`config.mk`:
```
export PLATFORM = sky130hd
export DESIGN_NAME = pipelined_adder
export DESIGN_NICKNAME = d
export VERILOG_FILES = /design/src/rtl/adder_pkg.sv /design/src/rtl/adder_slice.sv /design/src/rtl/pipelined_adder.sv
export SDC_FILE = /design/constraint.sdc
export NUM_CORES = 1
export LEC_CHECK = 0
export ABC_CLOCK_PERIOD_IN_PS = 4800
export BUFFER_PORTS_ARGS = -buffer_cell sky130_fd_sc_hd__buf_2
export CORE_ASPECT_RATIO = 0.7
export CORE_UTILIZATION = 64
export CTS_BUF_LIST = sky130_fd_sc_hd__clkbuf_8
export CTS_CLUSTER_SIZE = 14
export DETAILED_ROUTE_END_ITERATION = 8
export GPL_TIMING_DRIVEN = 0
export PLACE_DENSITY = 0.91
export SYNTH_ARGS = -nofsm -noshare
export SYNTH_HDL_FRONTEND = slang
export SYNTH_HIERARCHICAL = 1
export SYNTH_SLANG_ARGS = --single-unit
export TNS_END_PERCENT = 5
```
`constraint.sdc`:
```
create_clock -name clk -period 4.8 [get_ports clk]
set_clock_uncertainty 0.15 [all_clocks]
set_input_delay 0.24 -clock clk [delete_from_list [all_inputs] [get_ports clk]]
set_output_delay 0.24 -clock clk [all_outputs]
set_load 0.02 [all_outputs]
```
`src/rtl/adder_pkg.sv`:
```
// -----------------------------------------------------------------------------
// adder_pkg
//   Shared definitions for the pipelined add/subtract unit.
//   - MODE_ADD / MODE_SUB : encoding of the 'sub' mode input
//   - calc_stages()       : number of pipeline stages for a WIDTH/CHUNK pair
//   - chunk_fits()        : legality of a WIDTH/CHUNK pair (used at elaboration)
// -----------------------------------------------------------------------------
package adder_pkg;

    localparam logic MODE_ADD = 1'b0;
    localparam logic MODE_SUB = 1'b1;

    function automatic int calc_stages(input int width, input int chunk);
        return width / chunk;
    endfunction

    // WIDTH must be a non-zero multiple of CHUNK so every stage gets a full slice.
    function automatic bit chunk_fits(input int width, input int chunk);
        return (chunk > 0) && (width >= chunk) && ((width % chunk) == 0);
    endfunction

endpackage

```
`src/rtl/adder_slice.sv`:
```
// -----------------------------------------------------------------------------
// adder_slice
//   Combinational CHUNK-bit adder slice used once per pipeline stage.
//   Ports:
//     a, b      : CHUNK-bit operand slices (b already inverted for subtract)
//     ci        : carry into the slice
//     s         : CHUNK-bit slice sum
//     co        : carry out of the slice MSB
//     c_msb_in  : carry into the slice MSB (for signed overflow at the top slice)
// -----------------------------------------------------------------------------
module adder_slice #(
    parameter int CHUNK = 4
) (
    input  logic [CHUNK-1:0] a,
    input  logic [CHUNK-1:0] b,
    input  logic             ci,
    output logic [CHUNK-1:0] s,
    output logic             co,
    output logic             c_msb_in
);

    logic [CHUNK:0] total;

    assign total    = {1'b0, a} + {1'b0, b} + {{CHUNK{1'b0}}, ci};
    assign s        = total[CHUNK-1:0];
    assign co       = total[CHUNK];
    // The sum bit is a ^ b ^ carry-in, so the carry into the MSB falls out of it.
    assign c_msb_in = a[CHUNK-1] ^ b[CHUNK-1] ^ s[CHUNK-1];

endmodule

```
`src/rtl/pipelined_adder.sv`:
```
// -----------------------------------------------------------------------------
// pipelined_adder
//   Pipelined add/subtract unit. WIDTH-bit operands are processed CHUNK bits
//   per stage; the inter-slice carry is registered, so the critical path is one
//   CHUNK-bit adder regardless of WIDTH. Latency = WIDTH/CHUNK cycles.
//   Ports:
//     clk, rst_n           : rising-edge clock, asynchronous active-low reset
//     in_valid / in_ready  : input handshake for a, b, cin, sub
//     a, b                 : WIDTH-bit operands
//     cin                  : carry-in (add only; subtract forces carry-in = 1)
//     sub                  : MODE_ADD = a+b+cin, MODE_SUB = a-b
//     out_valid / out_ready: output handshake
//     sum                  : result modulo 2^WIDTH
//     cout                 : carry out of bit WIDTH-1 (subtract: 1 = no borrow)
//     ovf                  : two's-complement signed overflow
// -----------------------------------------------------------------------------
module pipelined_adder
    import adder_pkg::*;
#(
    parameter int WIDTH = 16,
    parameter int CHUNK = 4
) (
    input  logic             clk,
    input  logic             rst_n,
    input  logic             in_valid,
    output logic             in_ready,
    input  logic [WIDTH-1:0] a,
    input  logic [WIDTH-1:0] b,
    input  logic             cin,
    input  logic             sub,
    output logic             out_valid,
    input  logic             out_ready,
    output logic [WIDTH-1:0] sum,
    output logic             cout,
    output logic             ovf
);

    localparam int STAGES = calc_stages(WIDTH, CHUNK);

    if (!chunk_fits(WIDTH, CHUNK)) begin : g_param_check
        $error("pipelined_adder: WIDTH must be a non-zero multiple of CHUNK");
    end

    logic             adv;
    logic [WIDTH-1:0] b_eff;
    logic             cin_eff;

    // One global advance: the whole pipe moves or the whole pipe holds.
    assign adv      = !out_valid || out_ready;
    assign in_ready = adv;

    // Subtract as a + ~b + 1; the caller's cin is ignored in that mode.
    assign b_eff    = (sub == MODE_SUB) ? ~b : b;
    assign cin_eff  = (sub == MODE_SUB) ? 1'b1 : cin;

    for (genvar k = 0; k < STAGES; k++) begin : g_st
        localparam int  LO    = k * CHUNK;
        localparam int  RES_W = (k + 1) * CHUNK;
        localparam bit  LAST  = (k == STAGES - 1);

        logic             vld_in;
        logic             ci;
        logic [CHUNK-1:0] a_sl;
        logic [CHUNK-1:0] b_sl;
        logic [CHUNK-1:0] s_sl;
        logic             co;
        logic             c_msb;
        logic [RES_W-1:0] res_in;

        logic             vld_q;
        logic             carry_q;
        logic [RES_W-1:0] res_q;

        // Stage k input: ports for stage 0, otherwise the previous stage's registers.
        if (k == 0) begin : g_src
            assign vld_in = in_valid;
            assign ci     = cin_eff;
            assign a_sl   = a[CHUNK-1:0];
            assign b_sl   = b_eff[CHUNK-1:0];
            assign res_in = s_sl;
        end else begin : g_src
            assign vld_in = g_st[k-1].vld_q;
            assign ci     = g_st[k-1].carry_q;
            assign a_sl   = g_st[k-1].g_skew.a_up_q[CHUNK-1:0];
            assign b_sl   = g_st[k-1].g_skew.b_up_q[CHUNK-1:0];
            assign res_in = {s_sl, g_st[k-1].res_q};
        end

        adder_slice #(.CHUNK(CHUNK)) u_slice (
            .a        (a_sl),
            .b        (b_sl),
            .ci       (ci),
            .s        (s_sl),
            .co       (co),
            .c_msb_in (c_msb)
        );

        // Stage k register boundary: valid, carry and the low result slices so far.
        always_ff @(posedge clk or negedge rst_n) begin
            if (!rst_n) begin
                vld_q   <= 1'b0;
                carry_q <= 1'b0;
                res_q   <= '0;
            end else if (adv) begin
                vld_q   <= vld_in;
                carry_q <= co;
                res_q   <= res_in;
            end
        end

        // Operand bits not yet consumed travel alongside; they shrink by CHUNK per stage.
        if (!LAST) begin : g_skew
            logic [WIDTH-RES_W-1:0] a_up_in;
            logic [WIDTH-RES_W-1:0] b_up_in;
            logic [WIDTH-RES_W-1:0] a_up_q;
            logic [WIDTH-RES_W-1:0] b_up_q;

            if (k == 0) begin : g_first
                assign a_up_in = a[WIDTH-1:CHUNK];
                assign b_up_in = b_eff[WIDTH-1:CHUNK];
            end else begin : g_next
                assign a_up_in = g_st[k-1].g_skew.a_up_q[WIDTH-LO-1:CHUNK];
                assign b_up_in = g_st[k-1].g_skew.b_up_q[WIDTH-LO-1:CHUNK];
            end

            always_ff @(posedge clk) begin
                if (adv) begin
                    a_up_q <= a_up_in;
                    b_up_q <= b_up_in;
                end
            end
        end

        // Top slice: signed overflow is carry-into-MSB xor carry-out-of-MSB.
        if (LAST) begin : g_out
            logic ovf_q;

            always_ff @(posedge clk or negedge rst_n) begin
                if (!rst_n) begin
                    ovf_q <= 1'b0;
                end else if (adv) begin
                    ovf_q <= c_msb ^ co;
                end
            end
        end
    end

    assign out_valid = g_st[STAGES-1].vld_q;
    assign sum       = g_st[STAGES-1].res_q;
    assign cout      = g_st[STAGES-1].carry_q;
    assign ovf       = g_st[STAGES-1].g_out.ovf_q;

endmodule
```
# After elaboration in Yosys (flattened, before gate mapping)

Index checks and enable logic that the tools add are counted.

Bits in registers: 97
Input port bits: 38
Word-level logic and storage cells: 35

Add/sub/neg operators: 8
Muxes and demuxes: 2
Bitwise logic cells: 4
Reduce and logical (&&, ||, !) cells: 2

Operators with widths:

| cell                 | number |
|---|---|
| adder 4 x 4 -> 5 bit | 4 |
| adder 5 x 1 -> 5 bit | 4 |
| 2-to-1 mux 16 bit    | 1 |
| inverter 16 bit      | 1 |
| bitwise XOR 1 bit    | 3 |
| zero test 1 bit      | 1 |
| logical OR 1 bit     | 1 |
| 2-to-1 mux 1 bit     | 1 |

# Depth between registers and ports, before layout

Depth after elaboration: 4
Depth in mapped cells: 9
Depth with buffers taken out: 8

# Hierarchy

The synthesis kept the hierarchy.

By module, submodules not included:

| module          | instances | cells an instance | area each (µm²) | seq. area each (µm²) |
|---|---|---|---|---|
| pipelined_adder | 1         | 173               | 3687.3          | 2667.6 |
| adder_slice     | 4         | 17                | 141.4           | 0.0 |

# Worst setup path before layout

Ideal clock, no wire load.

Path type: input-to-reg
Start: input sub
End: register g_st[0].carry_q
Arrival: 1.817 ns
Data required time: 4.525 ns
Slack: 2.708 ns
Cell stages on the path: 9
Buffers on the path: 1
Path through: buf_2 -> or2_2 -> fa_1 -> inv_1 -> fa_1 -> nor2b_1 -> o21ai_0 -> nand2b_1 -> mux2_4

Elaborated cells on any way between the ends: 4
Classes of those cells: add/sub (2); mux (2)

RTL lines:

| element              | RTL line               | text |
|---|---|---|
| from (decl)          | pipelined_adder.sv:30  | `input logic sub,` |
| 2-to-1 mux 1 bit     | pipelined_adder.sv:54  | `assign cin_eff = (sub == MODE_SUB) ? 1'b1 : cin;` |
| net cin_eff          | pipelined_adder.sv:46  | `logic cin_eff;` |
| adder 5 x 1 -> 5 bit | adder_slice.sv:24      | `assign total = {1'b0, a} + {1'b0, b} + {{CHUNK{1'b0}}, ci};` |
| net g_st[0].co       | pipelined_adder.sv:66  | `logic co;` |
| to (signal assigned) | pipelined_adder.sv:106 | `carry_q <= co;` |
| to (decl)            | pipelined_adder.sv:71  | `logic carry_q;` |

The timed path passes the listed nets, and every way through them passes these cells.
A chain may end at the register's enable or synchronous reset.

# Worst setup path after layout

Start: register g_st[2].g_skew.a_up_q[0]
End: register g_st[3].g_out.ovf_q, in the netlist ovf

Elaborated cells on any way between the ends: 4
Classes of those cells: add/sub (2); bitwise (2)

RTL lines:

| element                | RTL line               | text |
|---|---|---|
| from (decl)            | pipelined_adder.sv:115 | `logic [WIDTH-RES_W-1:0] a_up_q;` |
| from (signal assigned) | pipelined_adder.sv:128 | `a_up_q <= a_up_in;` |
| adder 4 x 4 -> 5 bit   | adder_slice.sv:24      |  |
| adder 5 x 1 -> 5 bit   | adder_slice.sv:24      |  |
| net g_st[3].co         | pipelined_adder.sv:66  |  |
| bitwise XOR 1 bit      | pipelined_adder.sv:142 | `ovf_q <= c_msb ^ co;` |
| to (signal assigned)   | pipelined_adder.sv:142 |  |
| to (decl)              | pipelined_adder.sv:136 | `logic ovf_q;` |

The timed path passes the listed nets, and every way through them passes these cells.

==> impl_metrics.json <==
{
  "status": "complete, no violations",
  "synth_top_family_by_area": "multiplexers",
  "ys_seq_area_frac": 0.627,
  "drtPass1Iterations": 4,
  "die_y_um": 70.2,
  "start_kind": "flop",
  "fp.coreArea_sq_mm": 0.00631,
  "post_cts_resized": 0,
  "drtAntennaViolNets": 0,
  "critical_path_class": "reg -> reg",
  "cts_tree": "yes",
  "area_growth_pct": 17.4,
  "synth_cell_types": 20,
  "syn-num-nets": 299,
  "power_density_mw_per_mm2": 619,
  "antenna_found_initial": 0,
  "totalWireLength_um": 6130,
  "rsz0062_at_grt": "no",
  "start_util": 0.674,
  "cts_setup_buffers": 0,
  "required_ns": 4.90,
  "layout_worst_path_cycle_share": 0.451,
  "grt_usage": 0.204,
  "grt_pass1_wl_um": 10400,
  "boundaryPins": 58,
  "n_antenna_cell": 0,
  "clk_transition_reported_paths_ns": 0.09,
  "yosysWarnings": 6,
  "dpl.hpwl_um": 4080,
  "synth.cell_area_sq_mm": 0.00425,
  "grt_start_max_net_pins": 59,
  "synth_area_leader_cell": "edfxtp_1",
  "hold_class": "in -> reg",
  "hold_ws_ns": 0.0284,
  "syn_inst": 241,
  "end_kind": "flop",
  "vias_per_cell": 5.08,
  "p_leak_nw": 2.33,
  "avgRoutedWirePerCell_um": 15.1,
  "cts_made_buffers": 9,
  "synth_area_leaders": "edfxtp_1, dfrtp_1, mux2_4, xor2_1, fa_1",
  "via_count": 2058,
  "clk_latency_ns": 0.36,
  "numPortBuffers": 56,
  "postLayoutCellArea_sq_mm": 0.00499,
  "fin_util": 0.791,
  "fin_crit_ns": 2.17,
  "drive_above_1_share": 0.394,
  "root_buffer": "clkbuf_8",
  "synthArstFlopShare": 0.505,
  "globalplace.congestion": 0.775,
  "maxSlewViolCount": 0,
  "synth_edf_count": 48,
  "fin_setup_tns_ns": 0,
  "cp_data_arrival_time_ns": 2.26,
  "dpl-instance-area_sq_mm": 0.00463,
  "layout.nets": 380,
  "peakVddDrop_v": 0.000291,
  "overflow": 0,
  "synth_fa_ha_area_frac": 0.0730,
  "worst_slew_pin_slew_ns": 1.04,
  "die_w_um": 99.4,
  "syn_avg_cell_area_sq_um": 17.6,
  "worst-path-max-fanout": 2,
  "synthMuxAreaShare": 0.169,
  "grt_pass1_vias": 2227,
  "fmax_mhz": 462,
  "slew-limit-headroom": 0.304,
  "yosys.area_share.simple": 0.0262,
  "clockBufferDepth": 2,
  "fp.dieArea_sq_mm": 0.00698,
  "synth_seq_cells": 97,
  "cts.htree.levels": 3,
  "synth-compound-area-share": 0.00941,
  "fp-row-count": 24,
  "finalSetupViolCount": 0,
  "drt_iter0_drc": 70,
  "fillers": 360,
  "synth_flop_cell": "dfrtp_1",
  "drc_errors": 0,
  "synth-xor-area-share": 0.0515,
  "ctsHoldBuffers": 14,
  "maxCapViolCount": 0,
  "numClockSinks": 97,
  "yosysTopAreaCellShare": 0.339,
  "hold_violations": 0
}
cell usage after synthesis, types with 5 or more instances:
library cell and number:
ha_1 12, inv_1 16, mux2_4 48, fa_1 8, buf_12 5, nand2b_1 5, edfxtp_1 48, dfrtp_1 49
xor2_1 21
cell families after synthesis:
group / after synthesis
compound gates: 8
xor+xnor: 25
fa+ha+maj: 20
buf+inv: 24
flops: 97
mux: 48
simple gates: 19
layout make-up:
class | instances | area (sq um) | share of cell area
flip-flops and latches | 97 | 2670 | 0.534
repair buffers | 70 | 420 | 0.0842
inverters | 16 | 60.1 | 0.0120
plain buffers | 8 | 124 | 0.0248
well taps | 78 | 97.6 | 0.0196
clock inverters | 7 | 96.3 | 0.0193
multi-input cells | 120 | 1400 | 0.281
clock buffers | 9 | 124 | 0.0248
flip-flops by register name (all words and copies together) (netlist names):
name / cells
g_st.vld_q: 3
cout: 1
g_st.g_skew.b_up_q: 24
out_valid: 1
ovf: 1
sum: 16
g_st.carry_q: 3
g_st.g_skew.a_up_q: 24
g_st.res_q: 24
path summary, 6_finish.rpt:
path                                          start                       end  slack, ns  depth (start not counted)
max reg2reg                g_st[2].g_skew.a_up_q[0]                       ovf       2.63                          8
min in group asynchronous                     rst_n                      cout       0.45                          2
max in group asynchronous                     rst_n         g_st[2].res_q[11]       3.39                          2
min reg2reg                g_st[1].g_skew.a_up_q[7]  g_st[2].g_skew.a_up_q[3]       0.27                          0
max                        g_st[2].g_skew.a_up_q[0]                       ovf       2.63                          8
min                                            b[8]  g_st[0].g_skew.b_up_q[4]       0.03                          2
stage by stage:
stage	power [mW]	worst slack [ns]	cells
after floorplan	2.27	2.71	241
after global placement	2.47	2.61	375
after detailed placement	2.55	2.54	375
after CTS	3.12	2.63	405
after global routing	3.27	2.50	405
final	3.09	2.63	405
per-layer routing:
metal	share of wire	wire length, um	up-vias	global-route usage
met5	0	0	-	0
met2	0.53	3230	48	0.358
met4	0.012	74	0	0.0654
li1	-	-	990	-
met1	0.43	2610	1011	0.243
met3	0.036	223	9	0.0601
cell usage in the layout (no fill, tap or decap):
master         count
a21oi_1            4
buf_12             5
buf_2             57
buf_4              1
buf_6              1
bufinv_16          2
clkbuf_8           9
clkinv_4           2
clkinvlp_4         2
dfrtp_1           49
dlygate4sd3_1     14
edfxtp_1          48
fa_1               8
ha_1              12
inv_1             17
mux2_4            48
nand2_1            4
nand2b_1           5
nand2b_4           1
nand3_1            4
nor2b_1            4
o21ai_0            4
or2_2              1
xnor2_1            4
xor2_1            21
power breakdown:
part	total [mW]	internal [mW]	switching, mW
combinational	1.14	0.657	0.483
sequential	1.39	1.23	0.160
clock	0.562	0.293	0.269
total	3.09	2.17	0.912
worst max-delay path: stages (launching register included):
cell and delay [ns]:
edfxtp_1 0.40, fa_1 0.49, inv_1 0.09, fa_1 0.20
nor2b_1 0.05, o21ai_0 0.15, nand2b_1 0.10, xor2_1 0.17
mux2_4 0.26
Power figures use the tool's default switching activity.
